===== config.mk =====
export PLATFORM = sky130hd
export DESIGN_NAME = mem_stage
export DESIGN_NICKNAME = d
export VERILOG_FILES = /design/src/rtl/mem_stage.sv
export SDC_FILE = /design/constraint.sdc
export NUM_CORES = 1
export LEC_CHECK = 0
export ABC_AREA = 1
export CORE_AREA = 2 2 125 127
export CTS_CLUSTER_SIZE = 24
export DETAILED_ROUTE_END_ITERATION = 6
export DIE_AREA = 0 0 127 129
export PLACE_DENSITY = 0.81
export SETUP_SLACK_MARGIN = 0.2
export SYNTH_ARGS = -nofsm -noshare
export SYNTH_HDL_FRONTEND = slang
export SYNTH_SLANG_ARGS = --single-unit

===== constraint.sdc =====
create_clock -name clk -period 4.25 [get_ports clk]
set_input_delay 0.425 -clock clk [delete_from_list [all_inputs] [get_ports clk]]
set_output_delay 0.425 -clock clk [all_outputs]
set_load 0.05 [all_outputs]

===== src/rtl/mem_stage.sv =====
// mem_stage: pipeline memory stage issuing word loads/stores over a req/ack handshake,
// stalling upstream while an access is outstanding and parking in a sticky error state.
module mem_stage #(
    parameter int WORD     = 32,
    parameter int REG_SIZE = 5,
    parameter int TIMEOUT  = 64
) (
    input  logic                clk,
    input  logic                reset,
    input  logic [WORD-1:0]     writeDataM,
    input  logic [WORD-1:0]     ALUResultM,
    input  logic [WORD-1:0]     pcM,
    input  logic [REG_SIZE-1:0] writeRegM,
    input  logic                regWriteM,
    input  logic                memWriteM,
    input  logic                mem2regM,
    input  logic                zeroM,
    input  logic                branchM,
    input  logic                finishM,
    input  logic                validM,
    output logic                stallM,
    output logic                pcSrcM,
    output logic                dmem_req,
    output logic                dmem_we,
    output logic [WORD-1:0]     dmem_addr,
    output logic [WORD-1:0]     dmem_wdata,
    input  logic                dmem_ack,
    input  logic [WORD-1:0]     dmem_rdata,
    output logic [WORD-1:0]     readDataW,
    output logic [WORD-1:0]     ALUResultW,
    output logic [WORD-1:0]     pcW,
    output logic [REG_SIZE-1:0] writeRegW,
    output logic                regWriteW,
    output logic                mem2regW,
    output logic                finishW,
    output logic                validW,
    output logic                errW
);
    localparam int CW = $clog2(TIMEOUT + 1);

    typedef enum logic [1:0] {IDLE, WAIT, ERROR} state_t;

    state_t              state_q, state_d;
    logic [CW-1:0]       cnt_q, cnt_d;
    logic                err_q, err_d;
    logic [WORD-1:0]     rdata_q, rdata_d, alu_q, alu_d, pc_q, pc_d;
    logic [REG_SIZE-1:0] wreg_q, wreg_d;
    logic                rw_q, rw_d, m2r_q, m2r_d, fin_q, fin_d, val_q, val_d;
    logic                mem_op, misal, req, stall;

    always_comb begin
        mem_op  = validM & (memWriteM | mem2regM);
        misal   = ALUResultM[1:0] != 2'b00;
        state_d = state_q;
        cnt_d   = cnt_q;
        req     = 1'b0;
        stall   = 1'b0;
        case (state_q)
            IDLE: begin
                if (mem_op && misal) begin
                    stall   = 1'b1;
                    state_d = ERROR;
                end else if (mem_op) begin
                    req = 1'b1;
                    if (!dmem_ack) begin
                        stall   = 1'b1;
                        state_d = WAIT;
                        cnt_d   = CW'(1);
                    end
                end
            end
            WAIT: begin
                req = 1'b1;
                if (dmem_ack) begin
                    state_d = IDLE;
                    cnt_d   = '0;
                end else begin
                    stall   = 1'b1;
                    cnt_d   = cnt_q + 1'b1;
                    state_d = (cnt_d == CW'(TIMEOUT)) ? ERROR : WAIT;
                end
            end
            default: stall = 1'b1;
        endcase
        err_d   = err_q | (state_d == ERROR);
        // stall cycles load a fully zeroed bubble so W stays deterministic
        rdata_d = (!stall && validM && mem2regM && !memWriteM) ? dmem_rdata : '0;
        alu_d   = stall ? '0 : ALUResultM;
        pc_d    = stall ? '0 : pcM;
        wreg_d  = stall ? '0 : writeRegM;
        rw_d    = !stall & regWriteM;
        m2r_d   = !stall & mem2regM;
        fin_d   = !stall & finishM;
        val_d   = !stall & validM;
    end

    always_ff @(posedge clk or posedge reset) begin
        if (reset) begin
            state_q <= IDLE;
            cnt_q   <= '0;
            err_q   <= 1'b0;
            rdata_q <= '0;
            alu_q   <= '0;
            pc_q    <= '0;
            wreg_q  <= '0;
            rw_q    <= 1'b0;
            m2r_q   <= 1'b0;
            fin_q   <= 1'b0;
            val_q   <= 1'b0;
        end else begin
            state_q <= state_d;
            cnt_q   <= cnt_d;
            err_q   <= err_d;
            rdata_q <= rdata_d;
            alu_q   <= alu_d;
            pc_q    <= pc_d;
            wreg_q  <= wreg_d;
            rw_q    <= rw_d;
            m2r_q   <= m2r_d;
            fin_q   <= fin_d;
            val_q   <= val_d;
        end
    end

    // reset masks the combinational handshake so a held mem op cannot request during reset
    assign dmem_req   = req & !reset;
    assign dmem_we    = memWriteM & dmem_req;
    assign stallM     = stall & !reset;
    assign pcSrcM     = validM & branchM & zeroM & !stallM & !reset;
    assign dmem_addr  = ALUResultM;
    assign dmem_wdata = writeDataM;
    assign readDataW  = rdata_q;
    assign ALUResultW = alu_q;
    assign pcW        = pc_q;
    assign writeRegW  = wreg_q;
    assign regWriteW  = rw_q;
    assign mem2regW   = m2r_q;
    assign finishW    = fin_q;
    assign validW     = val_q;
    assign errW       = err_q;
endmodule


Word-level counts from Yosys, hierarchy flattened
Index checks and enable logic that the tools add are counted.

storage, ports and cells
  input port bits = 143
  register bits after elaboration = 115
  latch bits = 0
  memories = 0
  memory bits (writable) = 0
  memory bits (read-only) = 0
  word-level logic and storage cells = 66
  output and inout bits = 174

cells by class
  $mul = 0
  div/mod/pow operators = 0
  order comparisons = 0
  add/sub/neg operators = 1
  shift-type cells = 0
  mux-type cells = 22
  reductions and logical operators = 12
  bitwise gates (word level) = 14
  equal/unequal tests = 6

operators with widths
  kind                                                                   count
  32-bit 2-to-1 mux                                                      3
  7-bit 2-to-1 mux                                                       4
  7-bit case mux with 2 select lines                                     1
  1-bit bitwise AND                                                      12
  2-bit 2-to-1 mux                                                       5
  7-bit by 1-bit adder with 7-bit output, second input constant          1
  7-bit equality test, second input constant                             1
  2-bit inequality test, second input constant                           3
  1-bit 2-to-1 mux                                                       5
  5-bit 2-to-1 mux                                                       1
  1-bit logical AND                                                      4
  1-bit zero test                                                        4
  1-bit case mux with 2 select lines                                     2
  2-bit case mux with 2 select lines                                     1
  4-bit AND reduction                                                    1
  2-bit nonzero test                                                     2
  2-bit by 1-bit equality test with 1-bit output, second input constant  1
  2-bit equality test, second input constant                             1
  2-bit zero test                                                        1
  1-bit OR                                                               2

Longest topological paths before layout
  depth in word-level cells = 10
  depth in mapped cells = 10
  depth with buffers taken out = 10

Least setup slack after synthesis
No wires, ideal clock.

  path kind = input-to-output
  start point = input reset
  end point = output pcSrcM
  setup slack = 52 ps
  path buffers = 0
  stages = 3
  data arrival time = 3773 ps
  required time = 3825 ps
  path through = inv_1 nand3_1 nor2_1

between the ends
  longest elaborated chain between the ends = 5

RTL lines
  what                   line      RTL
  start, declared        9         input logic reset,
  1-bit zero test (*)    128, 129
  1-bit bitwise AND      128       assign stallM = stall & !reset;
  1-bit zero test        129       assign pcSrcM = validM & branchM & zeroM & !stallM & !reset;
  1-bit bitwise AND      129
  1-bit bitwise AND (*)  129
  end, declared          22        output logic pcSrcM,

Mark *: on every way between the ends. The rest lies on a longest branch, timed or not.

Worst setup path after layout
  start point = input memWriteM
  end point = output dmem_we

between the ends
  longest elaborated chain between the ends = 7
  elaborated cells on any way between the ends = 8
  those cells by class = mux: 3; bitwise: 4; reduce/logical: 1

RTL lines
  what                                                   line    RTL
  start, declared                                        15      input logic memWriteM,
  1-bit OR                                               52      mem_op = validM & (memWriteM | mem2regM);
  1-bit bitwise AND                                      52
  1-bit 2-to-1 mux or 1-bit logical AND (tied branches)  63, 60
  1-bit 2-to-1 mux                                       60      if (mem_op && misal) begin
  1-bit case mux with 2 select lines                     58      case (state_q)
  1-bit bitwise AND                                      126     assign dmem_req = req & !reset;
  1-bit bitwise AND (*)                                  127     assign dmem_we = memWriteM & dmem_req;
  end, declared                                          24      output logic dmem_we,

Marks and branches as above.

==> flow_summary.yaml <==
routing:
  drc: 0
  vias_per_cell: 4.02
  drt_iter0_drc: 146
  dr.pass1.iters: 4
  wl_per_cell_um: 14.4
  vias: 3540
  ant_nets: 0
  wl_um: 12700
clock_network:
  cts_hold_buf: 0
  clkTransAtPathRegs_ps: 60
  numCtsBuffers: 17
  cts_tree: "yes"
  clock-root-buffer: "clkbuf_16"
  cts_sinks: 115
  htree_levels: 4
  ctsResizeCount: 0
  clock_path_buffers: 2
  post_cts_buffers: 0
  worstSkewPairLatency_ps: 410
logic_synthesis:
  synth_top_area_cell: "dfrtp_1"
  synth_cells: 479
  netlist_area_um2: 4700
  synth_fp_nets: 623
  ys_seq_elements: 115
  ys_seq_area_share_pct: 61.2
  synth_area_per_cell_um2: 9.82
  ys_warn_count: 0
  synth_area_leaders: "dfrtp_1 61%, buf_4 10%, inv_1 9.3%"
  synth_cell_types: 25
  synth_top_area_share_pct: 61.2
finish:
  area_delta_synth_final_pct: 60.5
  antenna_cells: 0
  drive_gt1_share_pct: 10.7
  final_core_util_pct: 50.4
  final_cell_mix: "252 x clkdlybuf4s50_1, 115 x dfrtp_1, 115 x inv_1"
  final_common_cell: "clkdlybuf4s50_1"
  final_net_count: 823
floorplan:
  start_util_pct: 31.4
  ios: 317
  rows: 45
  die-area_um2: 16400
  core_um2: 15000
  die_w_um: 127
  fp.dieH_um: 129
min_path:
  whs_path_depth: 2
  min_path_type: "register to register"
timing:
  clock.fmax_ghz: 0.351
  finalSetupViolations: 0
  slew_headroom_pct: 45.5
  setup_slack_ps: 1400
  hold_violations: 0
  min_period_ps: 2850
  worst_clock_skew_ps: 10.3
  finalSetupTns_ps: 0
  maxSlewViolCount: 0
  period_share_pct: 67.1
  rsz0062_at_grt: "no"
  tightest_slew_ps: 818
worst_setup_path:
  crit_arrival_ps: 2430
  rrSetupSlack_ps: 2470
  worstPathRequired_ps: 3830
  critPathMaxFanout: 3
  crit_end: "dmem_we"
  critPathCaptureType: "output pin"
  rr_worst_depth: 7
  critical_path_class: "input port to output pin"
  reg2reg_to: "pcW[24]"
  r2r_start: "state_q[0]"
  startpoint_type: "input port"
  crit_path_start: "memWriteM"
grt:
  antenna_found_initial: 1
  grt_pass1_wl_um: 19100
  grt_pass1_vias: 3572
  track_usage_pct: 15.7
  grt_max_degree: 67
  gr-total-overflow: 0
place:
  hpwl_um: 9720
  pre_cts_ws_ps: 1390
  gp_congestion: 0.782
  port_buffers: 252
power:
  p_per_area_nw_per_um2: 390
  p_leak_nw: 3.82
  vdd_ir_drop_max_uv: 231
outcome:
  status: "finished clean"
run:
  cap_violations: 0
[synthesized netlist by cell type (all sizes together)]
cell type	number
a21oi	2
a22o	1
and2	1
buf	74
dfrtp	115
ha	1
inv	118
nand2	25
nand3	9
nand3b	1
nor2	119
nor3	2
o21a	1
o21ai	7
o21bai	1
o31ai	1
xor2	1
[kinds of logic after synthesis]
| family | after synthesis | share of synthesized area, % |
|---|---|---|
| AOI/OAI and AO/OA | 13 | 1.70 |
| xor gates and xnor gates | 1 | 0.186 |
| adders and majority gates | 1 | 0.266 |
| buffers and inverters | 192 | 21.3 |
| DFF | 115 | 61.2 |
| and+or+nand+nor | 157 | 15.3 |
[how the worst min path moves through the flow]
stage,start,end,slack (ps)
3_3_place_gp,errW,errW,460
6_report,errW,errW,480
2_1_floorplan,cnt_q[6],cnt_q[6],470
4_1_cts,errW,errW,480
3_5_place_dp,errW,errW,450
5_1_grt,errW,errW,510
[final cells by class]
cell class,count,area [µm²]
timing repair buffer,255,2540
tap,188,235
fill,1337,7430
clock buffer,17,425
multi-input combinational,172,822
inverter,118,447
sequential,115,2880
clock inverter,15,198
[routing by layer]
metal | up-vias | track usage (%) | wire length, µm
li1 | 1703 | - | -
met1 | 1624 | 16.0 | 4480
met2 | 181 | 27.5 | 6710
met3 | 30 | 6.69 | 1110
met4 | 2 | 8.02 | 378
met5 | - | 0 | 8
[state kept, by name, summed over array words and instances, names as in the netlist, 2 cells and up]
register,flops
readDataW,32
state_q,2
ALUResultW,32
pcW,32
writeRegW,5
cnt_q,7
[critical path: stages]
cell	delay [ps]
clkdlybuf4s50_1	530
nor2_1	80
nor2_1	170
nand2_1	80
a21oi_1	170
and2_2	180
clkdlybuf4s50_1	790
[power by group]
part	total (mW)	internal [mW]	switching, mW
registers	1.14	1.12	0.0234
logic	0.307	0.147	0.160
clock network	1.49	0.940	0.555
total	2.94	2.21	0.738
[per-stage QoR]
stage          power [mW]  hold slack, ps  area [µm²]  instances
3_3_place_gp         1.46             462        6930        848
5_1_grt              3.07             513        7550        880
2_1_floorplan        1.41             469        4710        479
3_5_place_dp         1.47             454        6930        848
4_1_cts              2.98             477        7550        880
6_report             2.94             476        7550        880
Power figures use the tool's default switching activity.
==> edit: new RTL, config.mk and constraints unchanged <==
`REG_SIZE`: 5 -> 6.
--- a/src/rtl/mem_stage.sv
+++ b/src/rtl/mem_stage.sv
@@ -2,7 +2,7 @@
 // stalling upstream while an access is outstanding and parking in a sticky error state.
 module mem_stage #(
     parameter int WORD     = 32,
-    parameter int REG_SIZE = 5,
+    parameter int REG_SIZE = 6,
     parameter int TIMEOUT  = 64
 ) (
     input  logic                clk,
Interface: changed (resized writeRegM and writeRegW); port bits go from 317 to 319. No check against the original RTL was run, so the function may have changed too.
==> edit against the original RTL <==
Largest cell class unchanged; fmax down 1.6%; design area up 0.33%; worst setup slack worse by 0.047 ns; power down 2.1%; clock skew down 0.0030 ns; first-iteration DRC count down 31%; wire length down 1.3%; clock power down 5%; sequential cell count up 1; synthesized area up 1.6%; combinational power about the same; cell count up 0.57%; core utilization up 0.17 points.
==> edit: results (changes against the original RTL) <==
cts:
  cts.reportedPaths.clkPinSlew_ns: 0.06  # about the same
  worstSkewPairLatency_ns: 0.41  # about the same
  cts_buffers: 17  # unchanged
  root_buffer: "clkbuf_16"
  h-tree-depth: 4  # unchanged
  hold_buffers: 0  # unchanged
  post_cts_buffers: 0  # unchanged
  post_cts_resized: 0  # unchanged
  cts_buffer_depth: 2  # unchanged
logic_synthesis:
  synth_fp_nets: 627  # +0.64%
  yosys.cell_count.top_type: "inv_1"
  yosys_warnings: 0  # unchanged
  synth_cell_types: 25  # unchanged
  ys_seq_area_share_pct: 60.73  # -0.45 points
  yosys.area_share.adder_pct: 0.2618  # -0.0042 points
  synth_compound_area_share_pct: 1.675  # -0.027 points
  ys_async_sr_fraction_pct: 100.0  # unchanged
  synthTopCellsByArea: "dfrtp_1 (61%), buf_4 (10%), inv_1 (9.2%), nor2_1 (7.0%), nor2_2 (3.5%)"
  ys_top_cells_by_count: "inv_1 (117), dfrtp_1 (116), nor2_1 (89), buf_4 (64), nor2_2 (27)"
  yosys-mux-area-fraction_pct: 0  # unchanged
  synth_xor_area_share_pct: 0.1832  # -0.0030 points
setup_path:
  r2r-start: "state_q[0]"
  cp_max_fo: 4  # +1
  crit_arrival_ns: 2.47  # +0.04 ns
  critPathLaunch: "ALUResultM[0]"
global_route:
  grt_use_total_pct: 15.73  # +0.077 points
  grt_pass1_wl_mm: 19.40  # +1.5%
  overflow: 0  # unchanged
  antenna_found_initial: 0  # -1
  grt_max_degree: 70  # +4.5%
  grt_pass1_vias: 3731  # +4.5%
detailed_routing:
  first_pass_iters: 4  # unchanged
  antenna_left: 0  # unchanged
  drt-vias-per-instance: 4.033  # +0.25%
  avgRoutedWirePerCell_um: 14.14  # -1.9%
  drtIter0Drc: 101  # -31%
placement:
  post-dp-hpwl_mm: 9.597  # -1.2%
  port_buffers: 254  # +0.79%
  place.gp.congestion: 0.8128  # +4.0%
timing:
  skew_ns: 0.007253  # -0.003049 ns
  slew_headroom_pct: 41.68  # -3.8 points
pwr:
  swShare_pct: 25.35  # +0.28 points
  pg_comb_uw: 308  # about the same
  ir_worst_vdd_mv: 0.2313  # about the same
  pg_seq_mw: 1.15
  p_comb_share_pct: 10.7  # +0.3 points
  leakagePower_nw: 3.825  # +0.14%
layout:
  layout.nets: 829  # +0.73%
  drive_above_1_share_pct: 10.62  # -0.077 points
  antennaDiodeCount: 0  # unchanged
outcome:
  outcome: "finished, final reports clean"
min_path:
  hold_path.class: "flip-flop to flip-flop"
  min_from: "errW"
==> edit: area by class of cell <==
class	instances	area [um2]
Inverter	119	450.4
Multi-Input combinational cell	173	825.8
Timing Repair Buffer	257	2565
Tap cell	188	235.2
Clock inverter	15	170.2
Sequential cell	116	2903
Clock buffer	17	425.4
Fill cell	1361	7402
==> edit: final timing paths <==
path / endpoint / cells past startpoint / slack (ns)
worst max register to register: ALUResultW[19] / 7 / 2.33
max in group asynchronous: pcW[28] / 4 / 2.32
min in group asynchronous: state_q[0] / 3 / 0.63
worst min register to register: errW / 2 / 0.47
worst max-delay path: dmem_we / 6 / 1.35
worst min-delay path: errW / 2 / 0.47
==> edit: worst max-delay path, stage by stage <==
cell and delay [ns]:
clkdlybuf4s50_1 0.53, nor3_1 0.27, nand2_1 0.07, a21oi_1 0.19
and2_2 0.18, clkdlybuf4s50_1 0.79
==> edit: metal layers <==
layer / routed length (um) / vias to the layer above / global-route usage [%]
met5: 0 / - / 0
met4: 389 / 0 / 7.563
met3: 1171 / 37 / 6.611
met2: 6577 / 171 / 28.62
met1: 4373 / 1647 / 15.50
li1: - / 1714 / -
==> edit: per-stage QoR <==
step	cells	instance area [um2]	worst slack, ns	hold WS (ns)	util, %
after floorplan	482	4783	1.283	0.4695	-
after global placement	853	6979	1.361	0.4538	46.60
after detailed placement	853	6979	1.369	0.4629	46.60
after CTS	885	7575	1.357	0.4774	50.58
after global routing	885	7575	1.245	0.5107	50.58
final	885	7575	1.351	0.4703	50.58
==> edit: cell families after synthesis <==
kind of cell	after synthesis
compound gates	13
xor+xnor	1
buf+inv	193
flops	116
fa+ha+maj	1
simple gates	158
